`config.mk`:
```
export PLATFORM = sky130hd
export DESIGN_NAME = fbu_mem_arbiter
export DESIGN_NICKNAME = d
export VERILOG_FILES = /design/src/rtl/fbu_mem_pkg.sv /design/src/rtl/fbu_rr_arb2.sv /design/src/rtl/fbu_mem_arbiter.sv
export SDC_FILE = /design/constraint.sdc
export NUM_CORES = 1
export LEC_CHECK = 0
export CAP_MARGIN = 20
export CORE_AREA = 10 10 81 83
export DETAILED_ROUTE_END_ITERATION = 7
export DIE_AREA = 0 0 91 93
export HOLD_SLACK_MARGIN = 0.08
export PLACE_DENSITY_LB_ADDON = 0.15
export SLEW_MARGIN = 20
export SYNTH_ARGS = -nofsm -noshare
export SYNTH_HDL_FRONTEND = slang
export SYNTH_HIERARCHICAL = 1
export SYNTH_SLANG_ARGS = --single-unit
```
`constraint.sdc`:
```
create_clock -name clk -period 1.92 [get_ports clk]
set_input_delay 0.384 -clock clk [delete_from_list [all_inputs] [get_ports clk]]
set_output_delay 0.384 -clock clk [all_outputs]
set_load 0.005 [all_outputs]
```
`src/rtl/fbu_mem_pkg.sv`:
```
// Shared widths, FSM encoding and port ids for the FBU RAM arbiter.
// Constants only; no logic, latency or backpressure of its own.
package fbu_mem_pkg;

    localparam int ADDRESS_WIDTH_DEF = 6;
    localparam int DATA_WIDTH_DEF    = 10;

    localparam logic [1:0] ST_IDLE    = 2'd0;
    localparam logic [1:0] ST_ISSUE   = 2'd1;
    localparam logic [1:0] ST_CAPTURE = 2'd2;

    localparam logic PORT0 = 1'b0;
    localparam logic PORT1 = 1'b1;

endpackage

```
`src/rtl/fbu_rr_arb2.sv`:
```
// Two-way round-robin picker: on a tie the port that did not win last time is chosen.
// Purely combinational, zero latency; a losing request simply stays pending.
module fbu_rr_arb2
    import fbu_mem_pkg::*;
(
    input  logic [1:0] valid,
    input  logic       last_grant,
    output logic [1:0] grant
);

    always_comb begin
        grant = valid;
        if (valid == 2'b11) begin
            grant = (last_grant == PORT1) ? 2'b01 : 2'b10;
        end
    end

endmodule

```
`src/rtl/fbu_mem_arbiter.sv`:
```
// Shares the single-port FBU RAM between the CPU (port 0) and the loader/debug master (port 1).
// Accept-to-response is 3 cycles, one access per 3 cycles; ready only in IDLE, losers wait.
module fbu_mem_arbiter
    import fbu_mem_pkg::*;
#(
    parameter int ADDRESS_WIDTH = ADDRESS_WIDTH_DEF,
    parameter int DATA_WIDTH    = DATA_WIDTH_DEF
) (
    input  logic                     clk,
    input  logic                     rst,

    input  logic                     req0_valid,
    output logic                     req0_ready,
    input  logic                     req0_we,
    input  logic [ADDRESS_WIDTH-1:0] req0_addr,
    input  logic [DATA_WIDTH-1:0]    req0_wdata,
    output logic                     rsp0_valid,
    output logic [DATA_WIDTH-1:0]    rsp0_rdata,

    input  logic                     req1_valid,
    output logic                     req1_ready,
    input  logic                     req1_we,
    input  logic [ADDRESS_WIDTH-1:0] req1_addr,
    input  logic [DATA_WIDTH-1:0]    req1_wdata,
    output logic                     rsp1_valid,
    output logic [DATA_WIDTH-1:0]    rsp1_rdata,

    output logic [ADDRESS_WIDTH-1:0] ram_mar,
    output logic [DATA_WIDTH-1:0]    ram_mdr_in,
    output logic                     ram_wr,
    input  logic [DATA_WIDTH-1:0]    ram_mdr_out
);

    logic [1:0]               state;
    logic                     last_grant;
    logic [1:0]               grant;
    logic                     accept;
    logic                     lat_port;
    logic                     lat_we;
    logic [ADDRESS_WIDTH-1:0] lat_addr;
    logic [DATA_WIDTH-1:0]    lat_wdata;
    logic                     in_issue;

    fbu_rr_arb2 u_arb (
        .valid      ({req1_valid, req0_valid}),
        .last_grant (last_grant),
        .grant      (grant)
    );

    assign req0_ready = (state == ST_IDLE) && grant[0];
    assign req1_ready = (state == ST_IDLE) && grant[1];
    assign accept     = req0_ready || req1_ready;

    // RAM drive decodes straight from state so an async reset drops ram_wr at once.
    assign in_issue   = (state == ST_ISSUE);
    assign ram_mar    = in_issue ? lat_addr : '0;
    assign ram_wr     = in_issue && lat_we;
    assign ram_mdr_in = (in_issue && lat_we) ? lat_wdata : '0;

    always_ff @(posedge clk or negedge rst) begin
        if (!rst) begin
            state      <= ST_IDLE;
            last_grant <= PORT1;
            lat_port   <= PORT0;
            lat_we     <= 1'b0;
            lat_addr   <= '0;
            lat_wdata  <= '0;
        end else begin
            case (state)
                ST_IDLE: begin
                    if (accept) begin
                        state      <= ST_ISSUE;
                        lat_port   <= req1_ready ? PORT1 : PORT0;
                        last_grant <= req1_ready ? PORT1 : PORT0;
                        lat_we     <= req1_ready ? req1_we    : req0_we;
                        lat_addr   <= req1_ready ? req1_addr  : req0_addr;
                        lat_wdata  <= req1_ready ? req1_wdata : req0_wdata;
                    end
                end
                ST_ISSUE:   state <= ST_CAPTURE;
                ST_CAPTURE: state <= ST_IDLE;
                default:    state <= ST_IDLE;
            endcase
        end
    end

    // RAM read data is valid in CAPTURE; it is registered so the pulse lands one cycle later.
    always_ff @(posedge clk or negedge rst) begin
        if (!rst) begin
            rsp0_valid <= 1'b0;
            rsp0_rdata <= '0;
            rsp1_valid <= 1'b0;
            rsp1_rdata <= '0;
        end else begin
            rsp0_valid <= 1'b0;
            rsp1_valid <= 1'b0;
            if (state == ST_CAPTURE) begin
                if (lat_port == PORT1) begin
                    rsp1_valid <= 1'b1;
                    rsp1_rdata <= lat_we ? '0 : ram_mdr_out;
                end else begin
                    rsp0_valid <= 1'b1;
                    rsp0_rdata <= lat_we ? '0 : ram_mdr_out;
                end
            end
        end
    end

endmodule

```
==> impl_metrics.py <==
metrics = {
    "floorplanning": {
        "core_um2": 5010,
        "fp.dieArea_um2": 8460,
        "start_util_pct": 40.0,
        "ios": 89,
        "die_width_um": 91,
        "die_y_um": 93,
        "rows": 26,
    },
    "clock_network": {
        "ctsHoldBuffers": 0,
        "clock-root-buffer": "clkbuf_8",
        "clockBufferDepth": 2,
        "cts_tree": "yes",
        "cts.clk_slew.worst_paths_ns": 0.09,
        "cts_buffers": 5,
        "htree_levels": 2,
        "clock_sinks": 43,
        "clk_latency_ns": 0.29,
    },
    "global_route": {
        "antenna_found_initial": 0,
        "grt_pass1_vias": 1777,
        "grt_pass1_wl_um": 9140,
        "grt_overflow": 0,
        "grt_max_degree": 24,
        "grt_usage_pct": 13.2,
    },
    "yosys": {
        "syn-mean-instance-area_um2": 11.8,
        "synth_area_leaders": "dfrtp_1 53%, mux2_2 14%, mux2_4 6.8%, o21ai_0 5.0%, nand2_1 3.9%",
        "synth_flop_cell": "dfrtp_1",
        "synth_edf_count": 0,
        "synth.distinct_cells": 22,
        "yosysMostFrequentCell": "dfrtp_1",
        "syn_area_um2": 2000,
        "synthesis.instances": 170,
        "yosys_warnings": 6,
        "synth-seq-area-share_pct": 53.8,
        "synth_nets": 218,
        "synthArstFlopShare_pct": 100,
        "synth_top_area_share_pct": 52.5,
        "yosysTopAreaCell": "dfrtp_1",
        "ys_ff_latch": 43,
        "yosys-top-cells-count": "42 x dfrtp_1, 25 x mux2_2, 21 x nand2_1",
    },
    "critical_path": {
        "crit_path_end_kind": "primary output",
        "timing.rr.start": "last_grant",
        "regToRegEndpoint": "lat_addr[2]",
        "cp_data_arrival_time_ns": 1.48,
        "cp_max_fo": 4,
        "crit_path_start_kind": "register",
        "regToRegSetupSlack_ns": 0.23,
        "critPathKind": "reg -> out",
        "reg2reg_depth": 6,
        "crit_required_ns": 1.54,
    },
    "power": {
        "leakagePower_uw": 0.00147,
        "max-vdd-ir-drop_uv": 628,
        "power_uw": 4410,
        "power_density_nw_per_um2": 1370,
    },
    "sta": {
        "hold_viol_final": 0,
        "post-route-min-period_ns": 1.87,
        "slew_headroom_pct": 55.7,
        "max_freq_mhz": 536,
        "worst_slew_pin_slew_ns": 0.662,
        "tns_ns": 0,
        "finalCritPeriodShare_pct": 97.2,
        "maxSlewViolCount": 0,
        "fin_worst_skew_ns": 0.00961,
        "setup_viol": 0,
    },
    "route": {
        "drtAntennaViolNets": 0,
        "drt_iter0_markers": 35,
        "wl_um": 5510,
        "vias": 1591,
        "routedWlPerCell_um": 16.1,
        "drc_errors": 0,
        "drt_first_pass_iters": 4,
        "vias_per_cell": 4.65,
    },
    "run_status": {
        "status": "completed",
    },
    "finish": {
        "multi_input_area_um2": 860,
        "nFillCells": 437,
        "layout-drive-gt1-share_pct": 25.7,
        "antennaDiodeCount": 0,
        "regArea_um2": 1080,
        "syn_to_final_growth_pct": 60.5,
        "layout.nets": 319,
    },
    "run": {
        "cap_violations": 0,
    },
    "min_path": {
        "hp-class": "in -> async",
    },
    "placement": {
        "port_buffers": 88,
        "gp_congestion": 0.737,
        "dp_hpwl_um": 4090,
    },
}
==> report_power, final <==
group          leakage, uW  internal [uW]  switching (uW)
clock network    0.0000654            520             303
logic             0.000872           1300             748
registers         0.000535           1310             236
total              0.00147           3120            1290
==> worst max path at each step <==
stage	from	endpoint	slack [ns]	depth (start not counted)
3_5_place_dp	req0_valid	req0_ready	-0.20	5
5_1_grt	state[1]	ram_mdr_in[9]	-0.01	5
3_3_place_gp	req1_valid	req1_ready	-0.17	4
6_report	state[0]	ram_mar[1]	0.05	5
4_1_cts	state[1]	ram_mdr_in[3]	0.002	6
2_1_floorplan	req1_valid	lat_addr[0]	0.26	5
==> worst max-delay path, stage by stage (launching register included) <==
cell	delay, ns
dfrtp_1	0.41
nor2b_4	0.15
buf_12	0.13
buf_6	0.11
and2_1	0.14
dlygate4sd2_1	0.26
==> state kept, by name, indices dropped and copies added (netlist names) <==
name	count
lat_port	1
lat_addr	6
last_grant	1
state	2
rsp1_valid	1
rsp1_rdata	10
rsp0_rdata	10
lat_wdata	10
lat_we	1
rsp0_valid	1
==> layout by cell type, fill, tap and decap left out <==
cell type,n
and3_4,2
buf_12,3
nand2b_1,10
or3b_1,1
dfstp_2,1
nor2b_4,1
buf_4,9
clkbuf_1,1
and3_1,8
bufinv_16,2
dlygate4sd2_1,5
nor2_1,1
buf_2,4
o21ai_0,20
o21a_1,1
nand2_1,21
buf_6,7
clkdlybuf4s50_1,68
a21boi_2,2
and2_1,8
a21o_1,2
nand3b_1,1
dfrtp_1,42
clkbuf_8,5
mux2_2,25
inv_1,4
mux2_4,9
clkdlybuf4s15_1,9
==> what timing repair did <==
action | CTS | global route
gates cloned | 2 | 0
buffers inserted | 6 | 1
resized for setup | 48 | 10
setup endpoints to repair | 19 | 15
==> metrics by stage <==
step | instance area (um^2) | cells | hold slack, ns | utilization, % | setup WS (ns)
2_1_floorplan | 2000 | 170 | 0.0884 | - | 0.262
3_3_place_gp | 2990 | 326 | 0.401 | 59.6 | -0.172
3_5_place_dp | 2990 | 326 | 0.406 | 59.6 | -0.203
4_1_cts | 3170 | 342 | 0.0838 | 63.3 | 0.00191
5_1_grt | 3210 | 342 | 0.0991 | 64.1 | -0.00952
6_report | 3210 | 342 | 0.0647 | 64.1 | 0.0545
==> cell type report <==
type / count / share of cell area [%]
clock buffers: 6 / 2.26
clock inverters: 2 / 1.87
inverters: 4 / 0.467
multi-input cells: 112 / 26.8
flip-flops and latches: 43 / 33.5
well taps: 70 / 2.73
repair buffers: 105 / 32.4
==> layer usage <==
layer | GRT usage (%) | vias to the layer above | wire length, um
li1 | - | 778 | -
met1 | 14.4 | 752 | 2170
met5 | 0 | - | 0
met4 | 2.87 | 0 | 32
met2 | 23.1 | 57 | 2830
met3 | 6.08 | 4 | 475
==> cell families (layout without fill, tap and decap cells) <==
logic type	Yosys count	after routing	synth area share, %
flip-flops	43	43	53.8
AND/OR/NAND/NOR	53	53	14.0
AO/OA/AOI/OAI	25	25	6.88
buffers and inverters	15	117	4.50
multiplexers	34	34	20.8
(Power assumes the default switching activity.)
==> RTL edit: new RTL, same settings <==
Change the package constant `ADDRESS_WIDTH_DEF` from 6 to 5.
--- a/src/rtl/fbu_mem_pkg.sv
+++ b/src/rtl/fbu_mem_pkg.sv
@@ -3,5 +3,5 @@
 package fbu_mem_pkg;
 
-    localparam int ADDRESS_WIDTH_DEF = 6;
+    localparam int ADDRESS_WIDTH_DEF = 5;
     localparam int DATA_WIDTH_DEF    = 10;
 
Ports: changed (resized ram_mar, req0_addr and req1_addr); port bits go from 89 to 86. The function was not compared with the original's and may differ.
==> RTL edit against the original RTL <==
Wire length shrank 10%. First-iteration DRC count shrank 74%. Setup slack gained 0.035 ns. Power shrank 10%. Largest cell class unchanged. Sequential cell count shrank 1. Design area shrank 4.7%. Critical path type unchanged. Global-route usage shrank 0.95 points. Highest routed layer unchanged. Area after synthesis shrank 2.6%.
==> RTL edit: results (changes against the original RTL) <==
[status]
status=complete, no violations

[global_routing]
grt_max_degree=23  ; -4.2%
met2_usage_pct=20.47  ; -2.6 points
grt_first_pass_wirelength_mm=8.424  ; -7.9%
grtUsageTotal_pct=12.25  ; -0.95 points
grtUsageMet3_pct=4.876  ; -1.2 points
use_met1_pct=13.98  ; -0.41 points

[power_and_ir_drop]
combPwrFrac_pct=47.6  ; +1.2 points
p_leak_nw=1.436  ; -2.4%
vdd_drop_max_mv=0.5028  ; -20%

[cells_and_area]
drive_gt1_share_pct=23.11  ; -2.6 points
nNetsFinal=309  ; -3.1%
n_fill_cell=466  ; +6.6%

[placement]
place_inst=320  ; -1.8%
place.gp.congestion=0.7303  ; -0.88%
port_buffers=85  ; -3.4%

[sta]
worst_slew_margin_rel_pct=60.19  ; +4.5 points
fin_skew_ns=0.003352  ; -0.006254 ns

[yosys]
synthTopCellsByCount=dfrtp_1, mux2_2, nand2_1
syn_inst=166  ; -2.4%
synth_compound_area_share_pct=7.060  ; +0.19 points
synth_area_leaders=dfrtp_1, mux2_2, mux2_4
synth.area.mux_share_pct=20.22  ; -0.59 points

[detailed_routing]
wl_mm=4.963  ; -10%
dr_wl_met2_mm=2.386  ; -16%
vias_per_cell=4.548  ; -2.2%
drt_iter0_markers=9  ; -74%
wl_met3_um=425  ; -11%
drt-met1-wl_mm=2.099  ; -3.3%

[clock_tree]
cts_sinks=42  ; -2.3%

## RTL edit: changes by cell type after synthesis
cell      before  now
and2_1         8    7
mux2_2        25   23
buf_2          2    3
dfrtp_1       42   41
o21ai_1        0    6
clkbuf_1       6    5
o21ai_0       20   14
## RTL edit: final timing paths
path,from,end,slack [ns],depth (start not counted)
min reg2reg,rsp1_rdata[5],rsp1_rdata[5],0.48,2
min in group asynchronous,rst,rsp1_rdata[2],0.61,2
max reg2reg,last_grant,lat_wdata[5],0.16,7
min,rsp1_rdata[5],rsp1_rdata[5],0.48,2
max,state[0],ram_mdr_in[4],0.09,5
max in group asynchronous,rst,rsp1_rdata[0],0.83,3
## RTL edit: repair_timing
item | 4_1_cts | 5_1_grt
buffers inserted | 4 | 0
hold endpoints to repair | 10 | 0
cloned | 1 | 0
pin swaps | 0 | 0
setup endpoints to repair | 18 | 4
resized for setup | 24 | 5
hold buffers | 1 | 0
## RTL edit: stage by stage
stage	utilization [%]	hold WS [ns]	cell area [µm²]	setup WS (ns)	setup TNS (ns)
final	61.11	0.4793	3062	0.08900	0
after global routing	61.11	0.5174	3062	0.007283	0
after CTS	61.11	0.4876	3062	0.01839	0
after detailed placement	58.34	0.3950	2923	-0.2152	-2.892
after global placement	58.34	0.3961	2923	-0.2015	-2.554
after floorplan	-	0.08841	1949	0.2688	0
## RTL edit: layout make-up
type | instances | area share, %
Clock inverter | 2 | 0.4087
Inverter | 4 | 0.4904
Sequential cell | 42 | 34.37
Tap cell | 70 | 2.861
Timing Repair Buffer | 101 | 32.37
Multi-Input combinational cell | 109 | 26.81
Clock buffer | 6 | 2.697
## RTL edit: critical path, delay by kind of cell, from the launching register on
family | cells | cell delay [ns]
buffers and inverters | 3 | 0.46
DFF | 1 | 0.39
and+or+nand+nor | 2 | 0.31
